===== src/rtl/sevenseg_capture_if.sv =====
// Multiplexed seven-segment bus: one-hot digit anodes plus segments A..G.
// The display driver is the master and the capture block is the slave.
interface sevenseg_capture_if;
    logic [3:0] anode;
    logic [6:0] seg;

    modport master (output anode, output seg);
    modport slave  (input anode, input seg);
endinterface


===== src/rtl/sevenseg_capture.sv =====
// Recovers mm:ss BCD digits from a scanned seven-segment bus and publishes a
// value only after two identical complete scan frames.
module sevenseg_capture #(
    parameter int SETTLE_CYCLES = 1000,
    parameter bit ACTIVE_LOW    = 1'b1
) (
    input  logic              clk,
    input  logic              reset_n,
    sevenseg_capture_if.slave bus,
    output logic [3:0]        min_ten,
    output logic [3:0]        min_one,
    output logic [3:0]        sec_ten,
    output logic [3:0]        sec_one,
    output logic [3:0]        blank,
    output logic              frame_valid,
    output logic              decode_err
);

    localparam int CW = $clog2(SETTLE_CYCLES + 1);
    localparam logic [3:0] AN_INV  = ACTIVE_LOW ? 4'hF : 4'h0;
    localparam logic [6:0] SEG_INV = ACTIVE_LOW ? 7'h7F : 7'h00;

    typedef enum logic [1:0] {IDLE, SETTLE, CAPTURE, HOLD} state_t;

    state_t          state, state_n;
    logic [CW-1:0]   cnt, cnt_n;
    logic [3:0]      seen, seen_n;
    logic [3:0][3:0] shadow, shadow_n;
    logic [3:0]      sh_blank, blank_n;
    logic [19:0]     prev_frame, prev_n;
    logic            prev_valid, pv_n;
    logic            err_n;
    logic            publish;

    logic [3:0] an_s1, an_s2, an_prev;
    logic [6:0] sg_s1, sg_s2, sg_prev;
    logic       an_one, an_none, an_multi, changed;
    logic [5:0] dec;
    logic [1:0] idx;

    // {legal, blank, digit}
    function automatic logic [5:0] seg_decode(input logic [6:0] s);
        logic [5:0] r;
        case (s)
            7'h3F:   r = {2'b10, 4'd0};
            7'h06:   r = {2'b10, 4'd1};
            7'h5B:   r = {2'b10, 4'd2};
            7'h4F:   r = {2'b10, 4'd3};
            7'h66:   r = {2'b10, 4'd4};
            7'h6D:   r = {2'b10, 4'd5};
            7'h7D:   r = {2'b10, 4'd6};
            7'h07:   r = {2'b10, 4'd7};
            7'h7F:   r = {2'b10, 4'd8};
            7'h6F:   r = {2'b10, 4'd9};
            7'h00:   r = {2'b11, 4'd0};
            default: r = {2'b00, 4'd0};
        endcase
        return r;
    endfunction

    function automatic logic [1:0] sel_index(input logic [3:0] a);
        logic [1:0] r;
        if (a[3])      r = 2'd3;
        else if (a[2]) r = 2'd2;
        else if (a[1]) r = 2'd1;
        else           r = 2'd0;
        return r;
    endfunction

    // Polarity is folded in ahead of the first flop so that the all-zero
    // reset state of the synchronizer reads as "no digit selected".
    always_ff @(posedge clk) begin
        if (!reset_n) begin
            an_s1   <= '0;
            an_s2   <= '0;
            an_prev <= '0;
            sg_s1   <= '0;
            sg_s2   <= '0;
            sg_prev <= '0;
        end else begin
            an_s1   <= bus.anode ^ AN_INV;
            an_s2   <= an_s1;
            an_prev <= an_s2;
            sg_s1   <= bus.seg ^ SEG_INV;
            sg_s2   <= sg_s1;
            sg_prev <= sg_s2;
        end
    end

    assign an_none  = (an_s2 == '0);
    assign an_one   = !an_none && ((an_s2 & (an_s2 - 4'd1)) == '0);
    assign an_multi = !an_none && !an_one;
    assign changed  = (an_s2 != an_prev) || (sg_s2 != sg_prev);
    assign dec      = seg_decode(sg_prev);
    assign idx      = sel_index(an_prev);

    always_comb begin
        state_n  = state;
        cnt_n    = cnt;
        seen_n   = seen;
        shadow_n = shadow;
        blank_n  = sh_blank;
        prev_n   = prev_frame;
        pv_n     = prev_valid;
        err_n    = decode_err;
        publish  = 1'b0;

        case (state)
            IDLE: begin
                if (an_one) begin
                    state_n = SETTLE;
                    cnt_n   = '0;
                end
            end
            SETTLE: begin
                if (an_none) begin
                    state_n = IDLE;
                end else if (changed) begin
                    cnt_n = '0;
                end else if (cnt == CW'(SETTLE_CYCLES - 1)) begin
                    state_n = CAPTURE;
                end else if (cnt != CW'(SETTLE_CYCLES)) begin
                    cnt_n = CW'(cnt + 1'b1);
                end
            end
            CAPTURE: begin
                // the sampled pattern is the one that held through SETTLE
                shadow_n[idx] = dec[3:0];
                blank_n[idx]  = dec[4];
                if (!dec[5]) err_n = 1'b1;
                seen_n = seen | (4'b0001 << idx);
                if (seen_n == 4'hF) begin
                    publish = prev_valid && ({shadow_n, blank_n} == prev_frame);
                    prev_n  = {shadow_n, blank_n};
                    pv_n    = 1'b1;
                    seen_n  = '0;
                end
                state_n = HOLD;
            end
            HOLD: begin
                if (an_s2 != an_prev) begin
                    if (an_one) begin
                        state_n = SETTLE;
                        cnt_n   = '0;
                    end else if (an_none) begin
                        state_n = IDLE;
                    end
                end
            end
            default: state_n = IDLE;
        endcase

        // a completing capture still publishes; the multi-select then aborts
        if (an_multi) begin
            state_n = IDLE;
            seen_n  = '0;
            err_n   = 1'b1;
        end
    end

    always_ff @(posedge clk) begin
        if (!reset_n) begin
            state       <= IDLE;
            cnt         <= '0;
            seen        <= '0;
            shadow      <= '0;
            sh_blank    <= '0;
            prev_frame  <= '0;
            prev_valid  <= 1'b0;
            min_ten     <= '0;
            min_one     <= '0;
            sec_ten     <= '0;
            sec_one     <= '0;
            blank       <= '0;
            frame_valid <= 1'b0;
            decode_err  <= 1'b0;
        end else begin
            state       <= state_n;
            cnt         <= cnt_n;
            seen        <= seen_n;
            shadow      <= shadow_n;
            sh_blank    <= blank_n;
            prev_frame  <= prev_n;
            prev_valid  <= pv_n;
            decode_err  <= err_n;
            frame_valid <= publish;
            if (publish) begin
                min_ten <= shadow_n[3];
                min_one <= shadow_n[2];
                sec_ten <= shadow_n[1];
                sec_one <= shadow_n[0];
                blank   <= blank_n;
            end
        end
    end

endmodule

===== src/flat_wrapper.sv =====
// flat-port wrapper written by rule: the top's interface ports become plain ports
module sevenseg_capture_flat 
#(
    parameter int SETTLE_CYCLES = 1000,
    parameter bit ACTIVE_LOW    = 1'b1
)
  (clk, reset_n, min_ten, min_one, sec_ten, sec_one, blank, frame_valid, decode_err, bus_anode, bus_seg);
  sevenseg_capture_if bus_i ();
  input  logic clk;
  input  logic reset_n;
  output logic [3:0] min_ten;
  output logic [3:0] min_one;
  output logic [3:0] sec_ten;
  output logic [3:0] sec_one;
  output logic [3:0] blank;
  output logic frame_valid;
  output logic decode_err;
  input wire logic [$bits(bus_i.anode)-1:0] bus_anode;
  input wire logic [$bits(bus_i.seg)-1:0] bus_seg;
  assign bus_i.anode = bus_anode;
  assign bus_i.seg = bus_seg;
  sevenseg_capture #(.SETTLE_CYCLES(SETTLE_CYCLES), .ACTIVE_LOW(ACTIVE_LOW)) u_core (.clk(clk), .reset_n(reset_n), .bus(bus_i), .min_ten(min_ten), .min_one(min_one), .sec_ten(sec_ten), .sec_one(sec_one), .blank(blank), .frame_valid(frame_valid), .decode_err(decode_err));
endmodule

===== config.mk =====
export PLATFORM = sky130hd
export DESIGN_NAME = sevenseg_capture_flat
export DESIGN_NICKNAME = d
export VERILOG_FILES = /design/src/rtl/sevenseg_capture_if.sv /design/src/rtl/sevenseg_capture.sv /design/src/flat_wrapper.sv
export SDC_FILE = /design/constraint.sdc
export NUM_CORES = 1
export LEC_CHECK = 0
export CAP_MARGIN = 20
export CORE_AREA = 2 2 113 115
export DETAILED_ROUTE_END_ITERATION = 8
export DIE_AREA = 0 0 115 117
export GPL_ROUTABILITY_DRIVEN = 0
export PLACE_DENSITY = 0.61
export SLEW_MARGIN = 20
export SYNTH_ARGS = -nofsm -noshare
export SYNTH_HDL_FRONTEND = slang
export SYNTH_SLANG_ARGS = --single-unit

===== constraint.sdc =====
create_clock -name clk -period 5.5 [get_ports clk]
set_input_delay 1.375 -clock clk [delete_from_list [all_inputs] [get_ports clk]]
set_output_delay 1.375 -clock clk [all_outputs]
set_load 0.01 [all_outputs]

# After elaboration in Yosys (flattened, before gate mapping)
# Cells that the tools add are included.
# op_classes
addsub	2
mul	0
div	0
order_cmp	2
eq_ne	28
shift	1
muxes	33
n_bitwise	5
reduce_logical	18
# ops
operator	n
one-hot mux 6 bit (11 select lines)	1
2-to-1 mux 10 bit	6
== test 7 bit (second input constant)	7
one-hot mux 10 bit (3 select lines)	1
== test 20 bit	1
2-to-1 mux 2 bit	9
bitwise mux 16 bit	1
2-to-1 mux 16 bit	1
== test 7 x 3 -> 1 bit (second input constant)	2
2-to-1 mux 4 bit	3
adder 10 x 1 -> 10 bit (second input constant)	1
== test 10 bit (second input constant)	1
!= test 10 bit (second input constant)	1
AND reduction 5 bit	2
!= test 3 x 1 -> 1 bit (second input constant)	3
demux 4 bit (select 2 bit)	1
zero test 4 bit	2
one-hot mux 2 bit (4 select lines)	1
== test 7 x 6 -> 1 bit (second input constant)	1
zero test 7 bit	1
2-to-1 mux 1 bit	7
!= test 7 bit	1
inverter 7 bit	1
!= test 2 x 1 -> 1 bit (second input constant)	3
24 further kinds	31
# totals
register_bits	112
latchBits	0
ram_bits	0
romBits	0
in_bits	13
output_inout_bits	22
word_cells	112
n_memories	0

# Longest topological paths before layout
# Gate-level depths: netlist of the first run.
# depth
word_depth	12
ltp_mapped	10
depth_no_buf	9

# Worst setup path before layout of the first run
# OpenSTA, ideal clock, no wires.
# synth_timing
path_kind	reg2reg
from	register u_core.sg_prev[4]
to	register u_core.blank[0]
setup_time_ns	0.121
arrival_ns	2.642
t_required_ns	5.379
slack_ns	2.737
path_stages_with_launch	10
n_path_buf	2
period_less_slack_ns	2.763
cell_sequence	dfxtp_1 -> buf_6 -> nor3b_4 -> o211ai_2 -> mux2_4 -> a2111oi_0 -> o32ai_1 -> or4_4 -> buf_6 -> mux2_4
# synth_between
elab_chain_cells	7
word_cells_on_any_way	19
cone_classes	11 x eq/ne; 6 x mux; 2 x reduce/logical
# synth_rtl
element	line	source
start, declared	sevenseg_capture.sv:36	logic [6:0] sg_s1, sg_s2, sg_prev;
start signal, assigned	sevenseg_capture.sv:86	sg_prev <= sg_s2;
== test 7 bit (tied with other cells)	sevenseg_capture.sv:44	case (s)
one-hot mux 6 bit (11 select lines) *	sevenseg_capture.sv:44	
bitwise mux 4 bit or bitwise mux 16 bit (tied branches)	sevenseg_capture.sv:129, sevenseg_capture.sv:128	
== test 20 bit	sevenseg_capture.sv:133	publish = prev_valid && ({shadow_n, blank_n} == prev_frame);
logical AND 1 bit	sevenseg_capture.sv:133	
2-to-1 mux 1 bit	sevenseg_capture.sv:132	if (seen_n == 4'hF) begin
2-to-1 mux 1 bit	sevenseg_capture.sv:108	case (state)
end signal, assigned	sevenseg_capture.sv:192	blank <= blank_n;
end, declared	sevenseg_capture.sv:14	output logic [3:0] blank,
# Every way passes the cells marked *; elsewhere a longest branch is shown, timed or not.
# A chain may end at the register's enable or synchronous reset.

# Final worst setup path of the first run
# layout_timing
from	register u_core.an_prev[3]
to	register u_core.sec_ten[3]
# layout_between
elab_chain_cells	10
word_cells_on_any_way	18
cone_classes	2 x order compare; 2 x eq/ne; 1 x shift; 10 x mux; 1 x bitwise; 2 x reduce/logical
# layout_rtl
element	line	source
start, declared	sevenseg_capture.sv:35	logic [3:0] an_s1, an_s2, an_prev;
start signal, assigned	sevenseg_capture.sv:83	an_prev <= an_s2;
2-to-1 mux 2 bit *	sevenseg_capture.sv:63	if (a[3]) r = 2'd3;
< comparator 2 x 3 -> 1 bit (not written as such) or greater-or-equal comparator 2 x 1 -> 1 bit (tied branches)	sevenseg_capture.sv:128, sevenseg_capture.sv:129	
logical AND 1 bit (not written as such)	sevenseg_capture.sv:128, sevenseg_capture.sv:129	
2-to-1 mux 1 bit (not written as such) or 2-to-1 mux 4 bit (tied branches)	sevenseg_capture.sv:129, sevenseg_capture.sv:128	
demux 1 bit (select 2 bit) or demux 4 bit (select 2 bit) (tied branches)	-	
bitwise mux 4 bit or bitwise mux 16 bit (tied branches)	sevenseg_capture.sv:129, sevenseg_capture.sv:128	
== test 20 bit	sevenseg_capture.sv:133	
logical AND 1 bit	sevenseg_capture.sv:133	
2-to-1 mux 1 bit	sevenseg_capture.sv:132	
2-to-1 mux 1 bit	sevenseg_capture.sv:108	
end signal, assigned	sevenseg_capture.sv:190	sec_ten <= shadow_n[1];
end, declared	sevenseg_capture.sv:12	output logic [3:0] sec_ten,
# Marks and branches as above.

==> results.toml, run 1 <==
[floorplanning]
num_rows = 41
start_util = 0.4413
dieHeight_um = 117
die_area_sq_mm = 0.01346
core_sq_mm = 0.01231
die_x_um = 115
ios = 35

[critical_path]
reg2reg_from = "u_core.an_prev[3]$_SDFF_PN0_"
path_class = "flop to flop"
cpMaxStageDelayCell = "nor2b_1"
critPathLaunch = "u_core.an_prev[3]$_SDFF_PN0_"
endpoint_kind = "flop"
crit_path_max_fanout = 30
worst-path-buf-inv = 1
start_kind = "flop"
crit_family = "simple AND/OR/NAND/NOR gates"
max_stage_delay_ps = 800
cp.required_ps = 5750
crit_arrival_ps = 3980
crit_chain = "nor2b_1, o221a_2, o221ai_2, buf_4, nor4_1, nand4b_1, or4_4, mux2_4"

[placement]
place_area_sq_mm = 0.005837
dp_cells = 773
dp_hpwl_um = 8939
io_buffers = 34

[clock_network]
clock_path_buffers = 2
cts_max_level = 3
hold_buffers = 0
insertion_delay_ps = 360
cts_tree = "yes"
numClockSinks = 112
postCtsSetupBuffers = 0
path_clk_slew_ps = 80
cts_root_buf = "clkbuf_16"
cts_buffers = 9
post_cts_resized = 0

[pwr]
vdd_ir_drop_max_mv = 0.1586
p_seq_frac = 0.518
p_leak_nw = 2.335
power_density_mw_per_mm2 = 264.2
clockPowerShare = 0.418
comb_power_share = 0.064
switchingPower_uw = 389.4
sw_frac_of_total = 0.2398
intPower_mw = 1.234

[yosys]
ys_warn_count = 0
synthTopCellsByArea = "dfxtp_1 (41%), nor2_1 (5.9%), mux2_4 (5.8%), and2_1 (5.2%), a211oi_1 (4.3%)"
syn-num-nets = 634
synthArstFlopShare = 0
synth_ff_type = "dfxtp_1"
synth-seq-cells = 112
yosysTopAreaCell = "dfxtp_1"
seq_area_frac_synth = 0.4127
synth_cell_types = 67
yosysTopAreaCellShare = 0.4127
syn_area_per_cell_sq_um = 8.777
netlist_area_sq_mm = 0.005433
syn_inst = 619
synth-edff-count = 0

[layout]
num_antenna_cells = 0
syn_to_final_growth_pct = 13.10
nets = 649
final_cells = 789
drive_gt1_frac = 0.08294
post-route-util = 0.4991
final_cell_area_sq_mm = 0.006145

[timing]
setup_tns_ps = 0
post-route-period-util = 0.6794
max_freq_ghz = 0.2676
hold_violations = 0
skew_ps = 7.786
setup_viol = 0
whs_ps = 434.1
min_period_ps = 3737
rsz0062_at_grt = "false"
relSlewSlack = 0.3370
worst_slew_pin_slew_ps = 993.2
slew_viol_final = 0

[global_route]
overflow = 0
grt_first_pass_wirelength_um = 20970
grt_usage = 0.1997
grt_antenna_before_repair = 0
grt_pass1_vias = 4215
grt_max_degree = 46

[drt]
drtIter0Drc = 350
vias = 4539
remaining_drc_errors = 0
wl_um = 12860
postRouteAntennaNets = 0
routed_via_density = 5.753
dr.pass1.iters = 5
avgRoutedWirePerCell_um = 16.30

[status]
status = "finished, final reports clean"

[hold_path]
hold_start = "u_core.sg_s1[2]$_SDFF_PN0_"
hold_class = "flop to flop"

[flow_run]
cap_violations = 0
area by class of cell:
class,count,area (sq um)
well taps,150,187.7
inverters,11,41.29
multi-input cells,460,2980
flip-flops and latches,112,2242
fillers,1151,6167
clock inverters,6,68.82
clock buffers,10,239.0
repair buffers,40,385.4
state kept, by name, summed over array words and instances, names as in the netlist, named ones only:
register,cells
u_core.an_prev,4
u_core.an_s1,4
u_core.an_s2,4
u_core.blank,4
u_core.cnt,10
u_core.decode_err,1
u_core.frame_valid,1
u_core.min_one,4
u_core.min_ten,4
u_core.prev_frame,20
u_core.prev_valid,1
u_core.sec_one,4
u_core.sec_ten,4
u_core.seen,4
u_core.sg_prev,7
u_core.sg_s1,7
u_core.sg_s2,7
u_core.sh_blank,4
u_core.shadow,16
u_core.state,1
routing by layer:
metal  routed length, um  global-route usage  vias up
met1                6122              0.2762     2129
met3                 773             0.03450       32
met4                 487              0.1020        0
met2                5478              0.3008      141
met5                   0                   0        -
li1                    -                   -     2237
layout by cell type (no fill, tap or decap), types with 13 or more instances in the layout:
| cell | n |
|---|---|
| a211oi_1 | 31 |
| a21oi_1 | 33 |
| and2_1 | 45 |
| clkdlybuf4s50_1 | 34 |
| dfxtp_1 | 112 |
| mux2_4 | 21 |
| nand2_1 | 40 |
| nand3_1 | 16 |
| nand4_1 | 13 |
| nor2_1 | 86 |
| o21ai_0 | 13 |
| xnor2_1 | 17 |
| xor2_1 | 16 |
kinds of logic (layout without fill, tap and decap cells):
| logic type | Yosys count | count (layout) | synth area share |
|---|---|---|---|
| XOR/XNOR | 33 | 33 | 0.05320 |
| buffers and inverters | 47 | 67 | 0.03869 |
| AO/OA/AOI/OAI | 126 | 126 | 0.1594 |
| multiplexers | 25 | 25 | 0.06541 |
| AND/OR/NAND/NOR | 273 | 273 | 0.2642 |
| flip-flops | 112 | 112 | 0.4127 |
| adder cells (fa/ha/maj) | 3 | 3 | 0.006448 |
cell usage after synthesis, drive strengths merged, types with 15 or more instances:
library cell,instances
nand2,40
nor2,86
mux2,21
xor2,16
a21oi,33
dfxtp,112
nand3,16
buf,15
a211oi,31
clkbuf,21
xnor2,17
and2,46
o21ai,15
power by group through the flow:
stage | clock [mW] | combinational (mW) | sequential [mW]
2_1_floorplan | 0 | 0.0794 | 0.851
6_report | 0.678 | 0.104 | 0.841
3_3_place_gp | 0 | 0.102 | 0.860
4_1_cts | 0.692 | 0.104 | 0.841
5_1_grt | 0.723 | 0.116 | 0.844
3_5_place_dp | 0 | 0.103 | 0.860
metrics by stage:
| stage | total power, mW | setup slack, ps |
|---|---|---|
| after global routing | 1.683 | 1601 |
| after detailed placement | 0.9635 | 1804 |
| after floorplan | 0.9308 | 2737 |
| after global placement | 0.9620 | 1883 |
| final | 1.624 | 1763 |
| after CTS | 1.638 | 1809 |
worst paths after layout:
| kind | slack, ps | depth (start not counted) | end |
|---|---|---|---|
| worst min register to register | 430 | 1 | u_core.sg_s2[2]$_SDFF_PN0_ |
| worst max-delay path | 1760 | 8 | u_core.sec_ten[3]$_SDFFE_PN0P_ |
| worst max register to register | 1760 | 8 | u_core.sec_ten[3]$_SDFFE_PN0P_ |
| worst min-delay path | 430 | 1 | u_core.sg_s2[2]$_SDFF_PN0_ |
Power figures use the tool's default switching activity.
==> run 2, diff against run 1 <==
PLACE_DENSITY = 0.63   (was 0.61)
clock period = 3.4 ns   (was 5.5 ns; I/O delays follow)
==> run 2 against run 1 <==
  * Utilization up 0.86 points
  * Register-to-register slack worse by 1600 ps
  * First-iteration DRC count down 2.9%
  * Count of clock-buffer cells in the layout up 2
  * Fmax up 17%
  * Clock power up 73%
  * Sequential cell count unchanged
  * Non-clock buffer count up 9
  * Routed wire length up 1.2%
  * Via count down 0.62%
  * Final cell count up 1.1%
  * Critical path depth down 1
  * Critical path type unchanged
  * Highest routed layer unchanged
==> results.toml, run 2 (synthesis results as in run 1) <==
[drt]
dr.pass1.iters = 5
routed_via_density = 5.653
remaining_drc_errors = 0
vias = 4511
postRouteAntennaNets = 0
drtIter0Drc = 340
wl_um = 13020
avgRoutedWirePerCell_um = 16.31

[critical_path]
max_stage_delay_ps = 770
cp.required_ps = 3650
cpMaxStageDelayCell = "or4_4"
r2r_cells = 7
worst-path-buf-inv = 0
endpoint_kind = "flop"
crit_chain = "or3b_2, a21oi_1, a211oi_1, nor4_1, nand4_1, or4_4, mux2_4"
crit_path_max_fanout = 20
path_class = "flop to flop"
crit_cells = 7
crit_arrival_ps = 3450
crit_family = "simple AND/OR/NAND/NOR gates"
start_kind = "flop"

[global_route]
overflow = 0
grt_util_met3 = 0.03244
grt_antenna_before_repair = 0
grtUsageMet2 = 0.3161
met1_usage = 0.2858
grt_first_pass_wirelength_um = 21250
grt_pass1_vias = 4081
grt_max_degree = 45
grt_usage = 0.2037
top_usage_layer = "met2"

[pwr]
switchingPower_uw = 613.2
sw_frac_of_total = 0.2264
p_leak_nw = 2.396
power.total_mw = 2.708
intPower_mw = 2.095
clockPowerShare = 0.432
vdd_ir_drop_max_mv = 0.3017
comb_power_share = 0.065
power_density_mw_per_mm2 = 433.2
p_seq_frac = 0.502

[placement]
io_buffers = 34
dp_hpwl_um = 9141
pre_cts_ws_ps = 93.23

[floorplanning]
ios = 35
num_rows = 41
start_util = 0.4413
core_sq_mm = 0.01231
die_area_sq_mm = 0.01346
dieHeight_um = 117
die_x_um = 115

[layout]
post-route-util = 0.5077
nets = 658
largest_register = "u_core.prev_frame"
drive_gt1_frac = 0.1003
syn_to_final_growth_pct = 15.06
top_regs = "u_core.prev_frame (20), u_core.shadow (16), u_core.cnt (10)"
largest_register_ffs = 20
n_fill_cell = 1144
layout_commonest_cell = "dfxtp_1"
mostFrequentLayoutCells = "dfxtp_1 (110), nor2_1 (86), and2_1 (46), nand2_1 (40), clkdlybuf4s50_1 (34)"
num_antenna_cells = 0

[timing]
relSlewSlack = 0.4108
slew_viol_final = 0
min_period_ps = 3197
max_freq_ghz = 0.3128
setup_tns_ps = 0
fin_ws_ps = 202.6
hold_violations = 0
worst_slew_pin_slew_ps = 880.6
skew_ps = 13.21
whs_ps = 431.2
rsz0062_at_grt = "false"
setup_viol = 0
post-route-period-util = 0.9404

[hold_path]
hold_class = "flop to flop"
whs_path_depth = 1

[clock_network]
cts_max_level = 3
numClockSinks = 112
cts_buffers = 9
postCtsSetupBuffers = 0
cts_root_buf = "clkbuf_16"
post_cts_resized = 0
insertion_delay_ps = 360
clock_path_buffers = 2
path_clk_slew_ps = 70
hold_buffers = 0
cts_tree = "yes"

[flow_run]
cap_violations = 0

[status]
status = "finished, final reports clean"
[run 2: changes by cell type in the layout (fill, tap and decap cells not counted), sizes merged]
| cell | previous run | this run |
|---|---|---|
| inv | 11 | 12 |
| buf | 6 | 15 |
| clkinvlp | 1 | 0 |
| clkinv | 4 | 1 |
| clkbuf | 10 | 12 |
| bufinv | 1 | 2 |
[run 2: worst paths after layout]
kind                                                    from                            to  slack [ps]
worst max-delay path            u_core.an_prev[1]$_SDFF_PN0_  u_core.blank[2]$_SDFFE_PN0P_         200
worst min-delay path              u_core.sg_s1[6]$_SDFF_PN0_    u_core.sg_s2[6]$_SDFF_PN0_         430
worst max register to register  u_core.an_prev[1]$_SDFF_PN0_  u_core.blank[2]$_SDFFE_PN0P_         200
worst min register to register    u_core.sg_s1[6]$_SDFF_PN0_    u_core.sg_s2[6]$_SDFF_PN0_         430
[run 2: metal layers]
layer  up-vias  share of wire
met5         -              0
met4         0          0.021
met3        26          0.056
met2       142           0.44
met1      2089           0.48
li1       2254              -
[run 2: stage by stage]
step	area (sq um)	cells
floorplan	5433	619
global placement	5904	782
detailed placement	5904	782
CTS	6235	798
global route	6251	798
finish	6251	798
[run 2: final cells by class]
class / count / area, sq um / share of cell area
multi-input combinational: 460 / 2994 / 0.4790
tap: 150 / 187.7 / 0.03002
inverter: 11 / 41.29 / 0.006605
clock inverter: 4 / 73.82 / 0.01181
clock buffer: 12 / 256.5 / 0.04103
timing repair buffer: 49 / 452.9 / 0.07246
sequential: 112 / 2245 / 0.3591
[run 2: power groups by stage]
| stage | sequential (mW) | combinational, mW | clock, mW |
|---|---|---|---|
| 2_1_floorplan | 1.38 | 0.128 | 0 |
| 3_3_place_gp | 1.39 | 0.172 | 0 |
| 3_5_place_dp | 1.39 | 0.175 | 0 |
| 4_1_cts | 1.36 | 0.176 | 1.19 |
| 5_1_grt | 1.36 | 0.198 | 1.25 |
| 6_report | 1.36 | 0.177 | 1.17 |
